## src/rtl/mem_req_arbiter.sv

```systemverilog
// Round-robin arbiter sharing one 32-bit memory port, with an in-order ID FIFO for response routing.
// Optional stall counter output enabled by defining MEM_ARB_STALL_CNT_EN.
module mem_req_arbiter #(
    parameter int N_REQ   = 8,
    parameter int MAX_OUT = 4
) (
    input  logic                   clk_i,
    input  logic                   rst_i,
    input  logic [N_REQ-1:0]       req_i,
    input  logic [N_REQ-1:0]       we_i,
    input  logic [N_REQ-1:0][31:0] addr_i,
    input  logic [N_REQ-1:0][31:0] wdata_i,
    output logic [N_REQ-1:0]       gnt_o,
    output logic [N_REQ-1:0]       rvalid_o,
    output logic [31:0]            rdata_o,
    output logic                   mem_req_o,
    output logic                   mem_we_o,
    output logic [31:0]            mem_addr_o,
    output logic [31:0]            mem_wdata_o,
    input  logic                   mem_gnt_i,
    input  logic                   mem_rvalid_i,
    input  logic [31:0]            mem_rdata_i,
    output logic                   busy_o,
    output logic                   err_o
`ifdef MEM_ARB_STALL_CNT_EN
    ,
    output logic [31:0]            stall_cnt_o
`endif
);

    localparam int IW = $clog2(N_REQ);
    localparam int AW = (MAX_OUT > 1) ? $clog2(MAX_OUT) : 1;
    localparam int CW = $clog2(MAX_OUT + 1);

    // state   | meaning
    // ST_ARB  | free arbitration, winner follows the round-robin search
    // ST_LOCK | downstream stalled, mux pinned to sel_q until accepted
    typedef enum logic {ST_ARB, ST_LOCK} state_e;

    state_e           state_q, state_d;
    logic [IW-1:0]    ptr_q, ptr_d;
    logic [IW-1:0]    sel_q, sel_d;
    logic [IW-1:0]    win_idx, sel_idx;
    logic [N_REQ-1:0] req_rot;
    logic             win_vld, sel_vld;
    logic             grant_done, push, pop;
    logic             fifo_full, fifo_empty;
    logic [IW-1:0]    fifo_q [MAX_OUT];
    logic [AW-1:0]    wr_q, rd_q;
    logic [CW-1:0]    cnt_q, cnt_d;
    logic             err_q, err_d;

    function automatic logic [AW-1:0] ptr_inc(input logic [AW-1:0] p);
        return (p == AW'(MAX_OUT - 1)) ? '0 : p + 1'b1;
    endfunction

    // Rotate requests so bit 0 is the current priority holder; lowest set bit wins.
    always_comb begin
        req_rot = N_REQ'({req_i, req_i} >> ptr_q);
        win_vld = 1'b0;
        win_idx = '0;
        for (int j = N_REQ - 1; j >= 0; j--) begin
            if (req_rot[j]) begin
                win_vld = 1'b1;
                win_idx = IW'((int'(ptr_q) + j) % N_REQ);
            end
        end
    end

    assign fifo_full  = (cnt_q == CW'(MAX_OUT));
    assign fifo_empty = (cnt_q == '0);

    always_comb begin
        sel_idx     = (state_q == ST_LOCK) ? sel_q : win_idx;
        sel_vld     = (state_q == ST_LOCK) || win_vld;
        mem_req_o   = !rst_i && sel_vld && req_i[sel_idx] && !fifo_full;
        mem_we_o    = sel_vld ? we_i[sel_idx] : 1'b0;
        mem_addr_o  = sel_vld ? addr_i[sel_idx] : 32'h0;
        mem_wdata_o = sel_vld ? wdata_i[sel_idx] : 32'h0;
        grant_done  = mem_req_o && mem_gnt_i;
        gnt_o       = grant_done ? (N_REQ'(1) << sel_idx) : '0;
        push        = grant_done;
        pop         = !rst_i && mem_rvalid_i && !fifo_empty;
        rvalid_o    = pop ? (N_REQ'(1) << fifo_q[rd_q]) : '0;
    end

    assign rdata_o = mem_rdata_i;
    assign busy_o  = !fifo_empty;
    assign err_o   = err_q;

    always_comb begin
        state_d = state_q;
        sel_d   = sel_q;
        ptr_d   = ptr_q;
        case (state_q)
            ST_ARB: begin
                if (mem_req_o && !mem_gnt_i) begin
                    state_d = ST_LOCK;
                    sel_d   = win_idx;
                end
            end
            ST_LOCK: begin
                if (grant_done) state_d = ST_ARB;
            end
            default: state_d = ST_ARB;
        endcase
        if (grant_done) ptr_d = IW'((int'(sel_idx) + 1) % N_REQ);
    end

    always_comb begin
        cnt_d = cnt_q + CW'(push) - CW'(pop);
        err_d = err_q || (mem_rvalid_i && fifo_empty) || (mem_gnt_i && !mem_req_o);
    end

    always_ff @(posedge clk_i or posedge rst_i) begin
        if (rst_i) begin
            state_q <= ST_ARB;
            sel_q   <= '0;
            ptr_q   <= '0;
            wr_q    <= '0;
            rd_q    <= '0;
            cnt_q   <= '0;
            err_q   <= 1'b0;
        end else begin
            state_q <= state_d;
            sel_q   <= sel_d;
            ptr_q   <= ptr_d;
            cnt_q   <= cnt_d;
            err_q   <= err_d;
            if (push) wr_q <= ptr_inc(wr_q);
            if (pop)  rd_q <= ptr_inc(rd_q);
        end
    end

    // ID storage needs no reset; occupancy is tracked by cnt_q.
    always_ff @(posedge clk_i) begin
        if (push) fifo_q[wr_q] <= sel_idx;
    end

`ifdef MEM_ARB_STALL_CNT_EN
    logic [31:0] stall_q;

    always_ff @(posedge clk_i or posedge rst_i) begin
        if (rst_i) begin
            stall_q <= '0;
        end else if ((|req_i) && !grant_done && (stall_q != 32'hFFFF_FFFF)) begin
            stall_q <= stall_q + 32'd1;
        end
    end

    assign stall_cnt_o = stall_q;
`endif

endmodule

```

## config.mk

```make
export PLATFORM = sky130hd
export DESIGN_NAME = mem_req_arbiter
export DESIGN_NICKNAME = d
export VERILOG_FILES = /design/src/rtl/mem_req_arbiter.sv
export SDC_FILE = /design/constraint.sdc
export NUM_CORES = 1
export LEC_CHECK = 0
export ABC_AREA = 1
export CAP_MARGIN = 40
export CELL_PAD_IN_SITES_DETAIL_PLACEMENT = 2
export CELL_PAD_IN_SITES_GLOBAL_PLACEMENT = 2
export CORE_AREA = 2 2 267 269
export DETAILED_ROUTE_END_ITERATION = 8
export DIE_AREA = 0 0 269 271
export PLACE_DENSITY = 0.81
export SYNTH_ARGS = -nofsm -noshare
export SYNTH_HDL_FRONTEND = slang
export SYNTH_SLANG_ARGS = --single-unit
```

## constraint.sdc

```tcl
create_clock -name clk_i -period 4.45 [get_ports clk_i]
set_input_delay 0.445 -clock clk_i [delete_from_list [all_inputs] [get_ports clk_i]]
set_output_delay 0.445 -clock clk_i [all_outputs]
set_load 0.05 [all_outputs]
```

# --- Yosys cells after proc, flatten, opt, wreduce, memory -nomap -nowiden ---
# Memory sizes are Yosys's and may differ from the RTL's.
# Index checks and enable logic that the tools add are counted.
# Widths: inputs -> output; s select.
word_totals:
  regBits: 15
  ram_bits: 12
  in_bits: 564
  out_inout_bits: 116
  elab_cells: 84
  memories: 1
op_classes:
  addsub: 12
  magnitude_cmp: 1
  eq_ne: 3
  shift: 3
  mux: 37
  bitwise_logic: 1
  reduce_logical: 19
mem_list:
  columns: ["memory", "words", "word_bits", "rd", "rd_ports_with_merged_regs", "wr", "line", "text"]
  rows:
  - ["fifo_q", 4, 3, 1, 0, 1, "48", "logic [IW-1:0] fifo_q [MAX_OUT];"]
op_table:
  columns: ["operator", "n"]
  rows:
  - ["$bmux 32 s3", 2]
  - ["$mux 32", 4]
  - ["$mux 3", 9]
  - ["$mux 8", 2]
  - ["$shl 1x3->8 const A", 2]
  - ["$shr 16x3->8", 1]
  - ["$mux 1", 15]
  - ["$add 3x3->3 const B", 4]
  - ["$logic_and 1x1->1", 9]
  - ["$add 3x1->3 const B", 2]
  - ["$add 3x2->3 const B", 2]
  - ["$bmux 1 s3", 2]
  - ["$logic_not 1->1", 5]
  - ["$add 2x1->2 const B", 2]
  - ["$eq 2x2->1 const B", 2]
  - ["$lt 3x4->1 const B", 1]
  - ["$mux 2", 2]
  - ["$add 3x1->3", 1]
  - ["$eq 3x3->1 const B", 1]
  - ["$logic_not 3->1", 1]
  - ["$logic_or 1x1->1", 3]
  - ["$sub 3x1->3", 1]
  - ["$pmux 1 s2", 1]
  - ["$reduce_and 2->1", 1]
  - ["$not 1->1", 1]

# --- Logic depth before layout (Yosys ltp) ---
# Gate-level depths: netlist (run 1).
logic_depth:
  word_depth: 17
  depth_mapped: 24

# --- Worst setup path after synthesis (run 1) ---
# OpenSTA, ideal clock, no wires.
synth_timing:
  kind: "flip-flop to output port"
  start: "register ptr_q[0]"
  end: "output port mem_wdata_o[24]"
  arrival_time_ns: 3.191
  required_time_ns: 4.005
  slack_ns: 0.814
  stages_incl_launch_ff: 18
  n_path_buf: 4
  cell_sequence: "dfrtp_1 buf_6 nand2_2 nand3_1 nand3_1 nand2_1 nor2_1 nand2_1 nand2_1 nand3_2 nand2_4 buf_6 buf_4 buf_2 nand2_1 nand3_1 a21oi_1 nor3_1"
synth_between:
  elab_chain_len: 13
  elab_cells_between_ends: 29
  cone_classes: "add/sub: 7; shift: 1; mux: 20; reduce/logical: 1"
synth_lines:
  columns: ["item", "line", "text"]
  rows:
  - ["from (decl)", "41", "logic [IW-1:0] ptr_q, ptr_d;"]
  - ["from (signal assigned)", "127", "ptr_q <= ptr_d;"]
  - ["$add 3x3->3 / $shr 16x3->8 (equally long branches)", "65, 59", null]
  - ["$mux 3 (7 in a row)", "63", "if (req_rot[j]) begin"]
  - ["$mux 3 (*)", "63", null]
  - ["$mux 3 (*)", "74", "sel_idx = (state_q == ST_LOCK) ? sel_q : win_idx;"]
  - ["net sel_idx[0]", "43", "logic [IW-1:0] win_idx, sel_idx;"]
  - ["$bmux 32 s3 (*)", "79", "mem_wdata_o = sel_vld ? wdata_i[sel_idx] : 32'h0;"]
  - ["$mux 32 (implied by the code) (*)", "79", null]
  - ["$mux 32 (*)", "79", null]
  - ["to (decl)", "19", "output logic [31:0] mem_wdata_o,"]
# The timed path passes the listed nets; every way through them passes the cells marked *. The select of a mux whose other input is x is not followed.

# --- Final worst setup path (run 1) ---
layout_timing:
  start: "input port req_i[1]"
  end: "output port mem_addr_o[3]"
layout_between:
  elab_chain_len: 13
  elab_cells_between_ends: 22
  cone_classes: "shift: 1; mux: 20; reduce/logical: 1"
layout_lines:
  columns: ["item", "line", "text"]
  rows:
  - ["from (decl)", "9", "input logic [N_REQ-1:0] req_i,"]
  - ["$shr 16x3->8 (*)", "59", "req_rot = N_REQ'({req_i, req_i} >> ptr_q);"]
  - ["$mux 3 (8 in a row)", "63", null]
  - ["$mux 3", "74", null]
  - ["$bmux 32 s3", "78", "mem_addr_o = sel_vld ? addr_i[sel_idx] : 32'h0;"]
  - ["$mux 32 (implied by the code)", "78", null]
  - ["$mux 32 (*)", "78", null]
  - ["to (decl)", "18", "output logic [31:0] mem_addr_o,"]
# Mark *: on every way between the ends. The rest lies on a longest branch, timed or not. The select of a mux whose other input is x is not followed.

==> metrics.md, run 1 <==
| Metric | Value |
|---|---|
| Status | `completed` |
| Worst Hold Class | `reg2reg` |
| Final Setup Violations | `0` |
| Initial DRC Count | `around 450` |
| RSZ-0062 raised after global routing | `true` |
| CTS H-tree depth | `1` |
| Post-Synthesis Cell Area | `approximately 0.0072 mm^2` |
| Share of cells above drive strength 1 | `0.0906` |
| Core Rows | `between 90 and 100` |
| DRC | `0` |
| Antenna-violating nets left | `0` |
| Gr usage total | `0.146` |
| Largest net degree at the start of global routing | `86` |
| Max-cap violations | `0` |
| Syn avg cell area | `around 5.0 um^2` |
| Met3 routed WL | `slightly above 3000 um` |
| First-pass GRT wire length | `81400 um` |
| # fillers | `between 8000 and 9000` |
| Top cell type's share of synthesized area | `0.331` |
| Total CTS buffers | `3` |
| Seq/Total Area, Yosys | `0.102` |
| Final period utilization | `0.935` |
| Fin crit period | `about 4200 ps` |
| CORE AREA | `0.0698 mm^2` |
| Clock latency on the worst-skew pair | `~260 ps` |
| I/O pin count | `between 600 and 700` |
| Highest metal used | `met5` |
| Cts hold-fix bufs | `0` |
| Least-Margin Pin Slew | `a little under 800 ps` |
| Syn Nets | `roughly 2000` |
| Max Clk Rate | `~240 MHz` |
| Depth of the worst register-to-register path | `22` |
| Nets | `2545` |
| Grt ovf | `0` |
| Clk pin slew, worst setup/hold paths | `70 ps` |
| Vias in the first global route | `about 13000` |
| WL met2 | `between 20000 and 30000 um` |
| Cell taking the most area after synthesis | `nand2_1` |
| Required time of the critical path | `~4000 ps` |
| Placer Congestion | `0.848` |
| Register area | `approximately 740 um^2` |
| Initial Util | `0.104` |
| Critical path class | `in2out` |
| CP startpoint kind | `primary input` |
| Chip height | `roughly 270 um` |
| Fin. Hold Viols | `0` |
| Die Width | `around 270 um` |
| Pins Over Slew Limit | `0` |
| DRT met1 WL | `roughly 24000 um` |
| Rel. slew slack | `0.468` |
| Dpl hpwl | `46000 um` |
| Total Wirelength | `around 56000 um` |
| Clock sinks | `27` |
| Via Count | `12000` |
| Via-to-Cell Ratio | `~4.1` |
| Die area | `approximately 0.073 mm^2` |
| Post-synthesis instance total | `between 1000 and 1500` |
| CTS tree | `built` |
| CP arrival | `approximately 3700 ps` |
| Worst hold margin | `491 ps` |
| Clock Tree Root | `clkbuf_16` |
| YS warnings | `0` |
| Area growth from synthesis to layout | `107%` |
| Cell variety after synth | `34` |
| Clock Path Buffers | `2` |
| CP Capture Type | `output pin` |
| Multi-input logic area | `around 0.0057 mm^2` |
| WL/cell | `19.2 um` |
| Layout Skew | `between 5 and 6 ps` |
| Pre-Repair DR Iteration Count | `4` |
| Antenna violations before repair | `3` |
| Hold path cells | `1` |
| Yosys reg bits | `27` |
| # port buffers | `~620` |
| Synth area leaders | `nand2_1 (33%), nand3_1 (21%), a21oi_1 (9.5%)` |
| Max FO, Critical Path | `48` |
-- layout by cell type (no fill, tap or decap), types with 2 or more instances in the layout --
master           instances
a21oi_1                137
a32oi_1                  2
buf_12                  64
buf_4                   59
clkbuf_16                3
clkdlybuf4s50_1        541
dfrtp_1                 13
dfrtp_2                  2
edfxtp_1                12
ha_1                    15
inv_1                   29
inv_2                    6
nand2_1                637
nand2_2                  4
nand2_4                  3
nand3_1                310
nand3_2                  3
nand4_1                  2
nor2_1                  19
nor2_2                   9
nor3_1                  55
nor3_2                  11
o21ai_0                  3
o21ai_2                  3
xnor2_1                  2
xor2_1                   3
-- worst paths after layout --
check	startpoint	to	slack, ps
max in group asynchronous	rst_i	ptr_q[0]	3670
min	err_o	err_o	490
max	req_i[1]	mem_addr_o[3]	290
min reg2reg	err_o	err_o	490
min in group asynchronous	rst_i	rd_q[1]	570
max reg2reg	ptr_q[0]	cnt_q[2]	670
-- cells in the mapped netlist --
library cell,n
nand2_1,639
nand3_1,310
a21oi_1,138
buf_2,72
nor3_1,66
buf_4,37
inv_1,29
clkbuf_1,27
nor2_1,20
dfrtp_1,15
ha_1,15
edfxtp_1,12
inv_2,9
nor2_2,8
buf_1,5
nand2_2,5
buf_6,4
nand3_2,3
o21ai_0,3
o21ai_2,3
xor2_1,3
a32oi_1,2
nand4_1,2
xnor2_1,2
a21boi_0,1
a311oi_1,1
fa_1,1
nand2_4,1
nand3b_1,1
nand4_4,1
nor2_4,1
o21ai_1,1
or2_2,1
or3_1,1
-- what timing repair did --
item	CTS	global route
endpoints found under the hold margin	0	0
gates resized for setup	0	17
setup buffers	0	1
setup endpoints to repair	0	37
-- layer usage --
metal / GRT usage / vias to the layer above
met4: 0.0244 / 4
met3: 0.0262 / 45
met2: 0.260 / 341
li1: - / 5761
met5: 0 / -
met1: 0.184 / 5809
-- registers in the layout, indices dropped and copies added (netlist names), named ones only --
name	flops
cnt_q	3
err_o	1
fifo_q	12
ptr_q	3
rd_q	2
sel_q	3
wr_q	2
-- logic make-up (layout without fill, tap and decap cells) --
group,count (synthesis),count (layout),synth area share
AOI/OAI and AO/OA,149,149,0.106
adders and majority gates,16,16,0.0287
xor gates and xnor gates,5,5,0.00604
other,0,1,0
DFF,27,27,0.102
and+or+nand+nor,1059,1059,0.627
buffers and inverters,183,708,0.131
-- through the flow --
step | instance area, um^2 | setup slack [ps] | setup TNS, ps | instances | utilization
after floorplan | 7250 | 814 | 0 | 1439 | -
final | 15000 | 290 | 0 | 2905 | 0.215
after CTS | 14900 | 167 | 0 | 2903 | 0.213
after detailed placement | 14800 | 215 | 0 | 2899 | 0.212
after global placement | 14800 | 228 | 0 | 2899 | 0.212
after global routing | 15000 | -6.72 | -9.71 | 2905 | 0.215
-- cell type report --
| type | instances | area share |
|---|---|---|
| diodes | 1 | 0.000167 |
| clock buffers | 3 | 0.00501 |
| clock inverters | 1 | 0.000501 |
| inverters | 38 | 0.0103 |
| multi-input cells | 1229 | 0.377 |
| flip-flops and latches | 27 | 0.0493 |
| well taps | 940 | 0.0785 |
| repair buffers | 666 | 0.479 |
-- worst max-delay path: stages --
cell and delay, ps:
clkdlybuf4s50_1 480, nand2_1 120, nand3_1 130, nand3_1 150
nand2_1 130, nor2_1 210, nand2_1 80, nand2_1 70
nand2_2 60, nand3_2 170, nand2_8 120, inv_8 200
buf_12 290, buf_4 230, nand2_1 80, nand3_1 90
a21oi_1 60, nor3_1 350, buf_12 190
Power of run 1 is left out: the tool's default activity adds up to more than one toggle a clock period on the data nets, which glitch-free logic cannot reach.
==> run 2: changes to the inputs <==
--- a/config.mk
+++ b/config.mk
@@ -12,7 +12,9 @@
 export CORE_AREA = 2 2 267 269
 export DETAILED_ROUTE_END_ITERATION = 8
 export DIE_AREA = 0 0 269 271
+export GPL_TIMING_DRIVEN = 0
 export PLACE_DENSITY = 0.81
+export SLEW_MARGIN = 0
 export SYNTH_ARGS = -nofsm -noshare
 export SYNTH_HDL_FRONTEND = slang
 export SYNTH_SLANG_ARGS = --single-unit
==> metrics.md, run 2 (synthesis results as in run 1) <==
| Metric | Value |
|---|---|
| Crit path buf inv count | `6` |
| Fin crit period | `approximately 4200 ps` |
| Max reg flops | `12` |
| Clock Path Buffers | `2` |
| Initial DRC Count | `slightly above 500` |
| Via Count | `between 10000 and 15000` |
| Clock sinks | `27` |
| Setup TNS | `0 ps` |
| I/O pin count | `680` |
| CTS H-tree depth | `1` |
| First-pass GRT wire length | `approximately 95000 um` |
| Initial Util | `0.104` |
| Largest net degree at the start of global routing | `18` |
| Antenna violations before repair | `11` |
| Antenna-violating nets left | `0` |
| Max stage delay on crit path | `approximately 560 ps` |
| CORE AREA | `between 0.06 and 0.07 mm^2` |
| Final period utilization | `0.952` |
| Most Crowded Layer GR | `met2` |
| Nets | `roughly 2700` |
| CP max stage cell | `clkdlybuf4s50_1` |
| CTS tree | `built` |
| Total CTS buffers | `3` |
| Critical-path cell list | `clkdlybuf4s50_1 > nand2_1 > nand3_1 > nand2_1 > nand2_1 > nand2_1 > inv_1 > nand2_1 > nand3_1 > nand4_1 > nand2_1 > nand2_1 > nand2_1 > nand3_1 > nand2_4 > clkbuf_1 > buf_6 > a21oi_1 > buf_4 > nor3_1 > buf_4` |
| Vias in the first global route | `between 10000 and 15000` |
| Final Setup Violations | `0` |
| # port buffers | `646` |
| Rel. slew slack | `0.369` |
| Chip height | `271 um` |
| Placer Congestion | `0.895` |
| Dpl hpwl | `roughly 60000 um` |
| # fillers | `roughly 8600` |
| Clock latency on the worst-skew pair | `between 200 and 300 ps` |
| Die Width | `~270 um` |
| Max Clk Rate | `approximately 240 MHz` |
| Max-cap violations | `0` |
| Total Wirelength | `around 68000 um` |
| Clk pin slew, worst setup/hold paths | `around 70 ps` |
| WL/cell | `roughly 22 um` |
| DRC | `0` |
| Required time of the critical path | `between 4000 and 5000 ps` |
| CP arrival | `3790 ps` |
| CP dominant cell by count | `nand2_1` |
| Register area | `736 um^2` |
| CP startpoint kind | `primary input` |
| RSZ-0062 raised after global routing | `true` |
| Worst Hold Class | `reg2reg` |
| Via-to-Cell Ratio | `roughly 4.1` |
| Cts hold-fix bufs | `0` |
| Commonest non-fill, non-tap cells in the layout | `nand2_1 (637), clkdlybuf4s50_1 (572), nand3_1 (310)` |
| Grt met3 use | `0.0370` |
| Multi-input logic area | `between 0.005 and 0.006 mm^2` |
| Met1 usage | `0.222` |
| Die area | `0.0729 mm^2` |
| Top delay family on crit path | `buffers and inverters` |
| CP Capture Type | `output pin` |
| Pre-Repair DR Iteration Count | `5` |
| Fin. Hold Viols | `0` |
| Max FO, Critical Path | `9` |
| Area growth from synthesis to layout | `108%` |
| Gr usage total | `0.179` |
| Least-Margin Pin Slew | `between 900 and 1000 ps` |
| Critical path class | `in2out` |
| Pins Over Slew Limit | `0` |
| Commonest non-fill, non-tap cell in the layout | `nand2_1` |
| Postcts setup bufs | `0` |
| Routing usage on met2 | `0.318` |
| Grt ovf | `0` |
| Layout Skew | `9.15 ps` |
| Largest register by flop count | `fifo_q` |
| Share of cells above drive strength 1 | `0.120` |
| Status | `completed` |
| Clock Tree Root | `clkbuf_16` |
| Core Rows | `just under 100` |
-- run 2: changes by cell type in the layout (fill, tap and decap cells not counted), sizes merged --
cell	delta
buf	+26
clkinvlp	-1
clkdlybuf4s18	+2
clkbuf	+67
inv	+2
diode	+8
clkinv	-1
clkdlybuf4s15	+4
clkdlybuf4s50	+31
-- run 2: worst min-delay path: stages (launching register included) --
cell and delay (ps):
dfrtp_1 360, nand2_1 60, nand2_1 60
-- run 2: metal layers --
layer  up-vias  routed length (um)
li1       6049                   -
met1      6056               28400
met2       429               34200
met3        63                4510
met4        10                1240
met5         -                  69
-- run 2: area by class of cell --
cell class | count | area share
multi-input cells | 1229 | 0.374
inverters | 38 | 0.0101
diodes | 9 | 0.00149
repair buffers | 651 | 0.416
plain buffers | 145 | 0.0664
clock inverters | 1 | 0.000581
flip-flops and latches | 27 | 0.0488
well taps | 940 | 0.0780
clock buffers | 3 | 0.00498
-- run 2: metrics by stage --
step	setup slack (ps)	instances	hold WS, ps	util	area [um^2]
global route	-84.4	3040	532	0.216	15100
CTS	-12.4	3034	509	0.216	15100
global placement	-1500	3025	458	0.213	14900
detailed placement	-1240	3030	490	0.214	14900
floorplan	814	1439	355	-	7250
finish	215	3043	510	0.216	15100
-- run 2: final timing paths --
check,slack (ps),end,cells after the start,from
min reg2reg,510,sel_q[2],2,sel_q[2]
max in group asynchronous,3420,sel_q[0],2,rst_i
min,510,sel_q[2],2,sel_q[2]
min in group asynchronous,600,wr_q[1],2,rst_i
max reg2reg,660,cnt_q[2],22,ptr_q[0]
max,220,mem_addr_o[2],21,req_i[4]
-- run 2: repair_timing --
item / in CTS / in global routing
hold endpoints to repair: 0 / 0
gates resized for setup: 393 / 170
endpoints found under the setup margin: 74 / 74
pin swaps: 0 / 0
Power of run 2 is left out for the same reason.
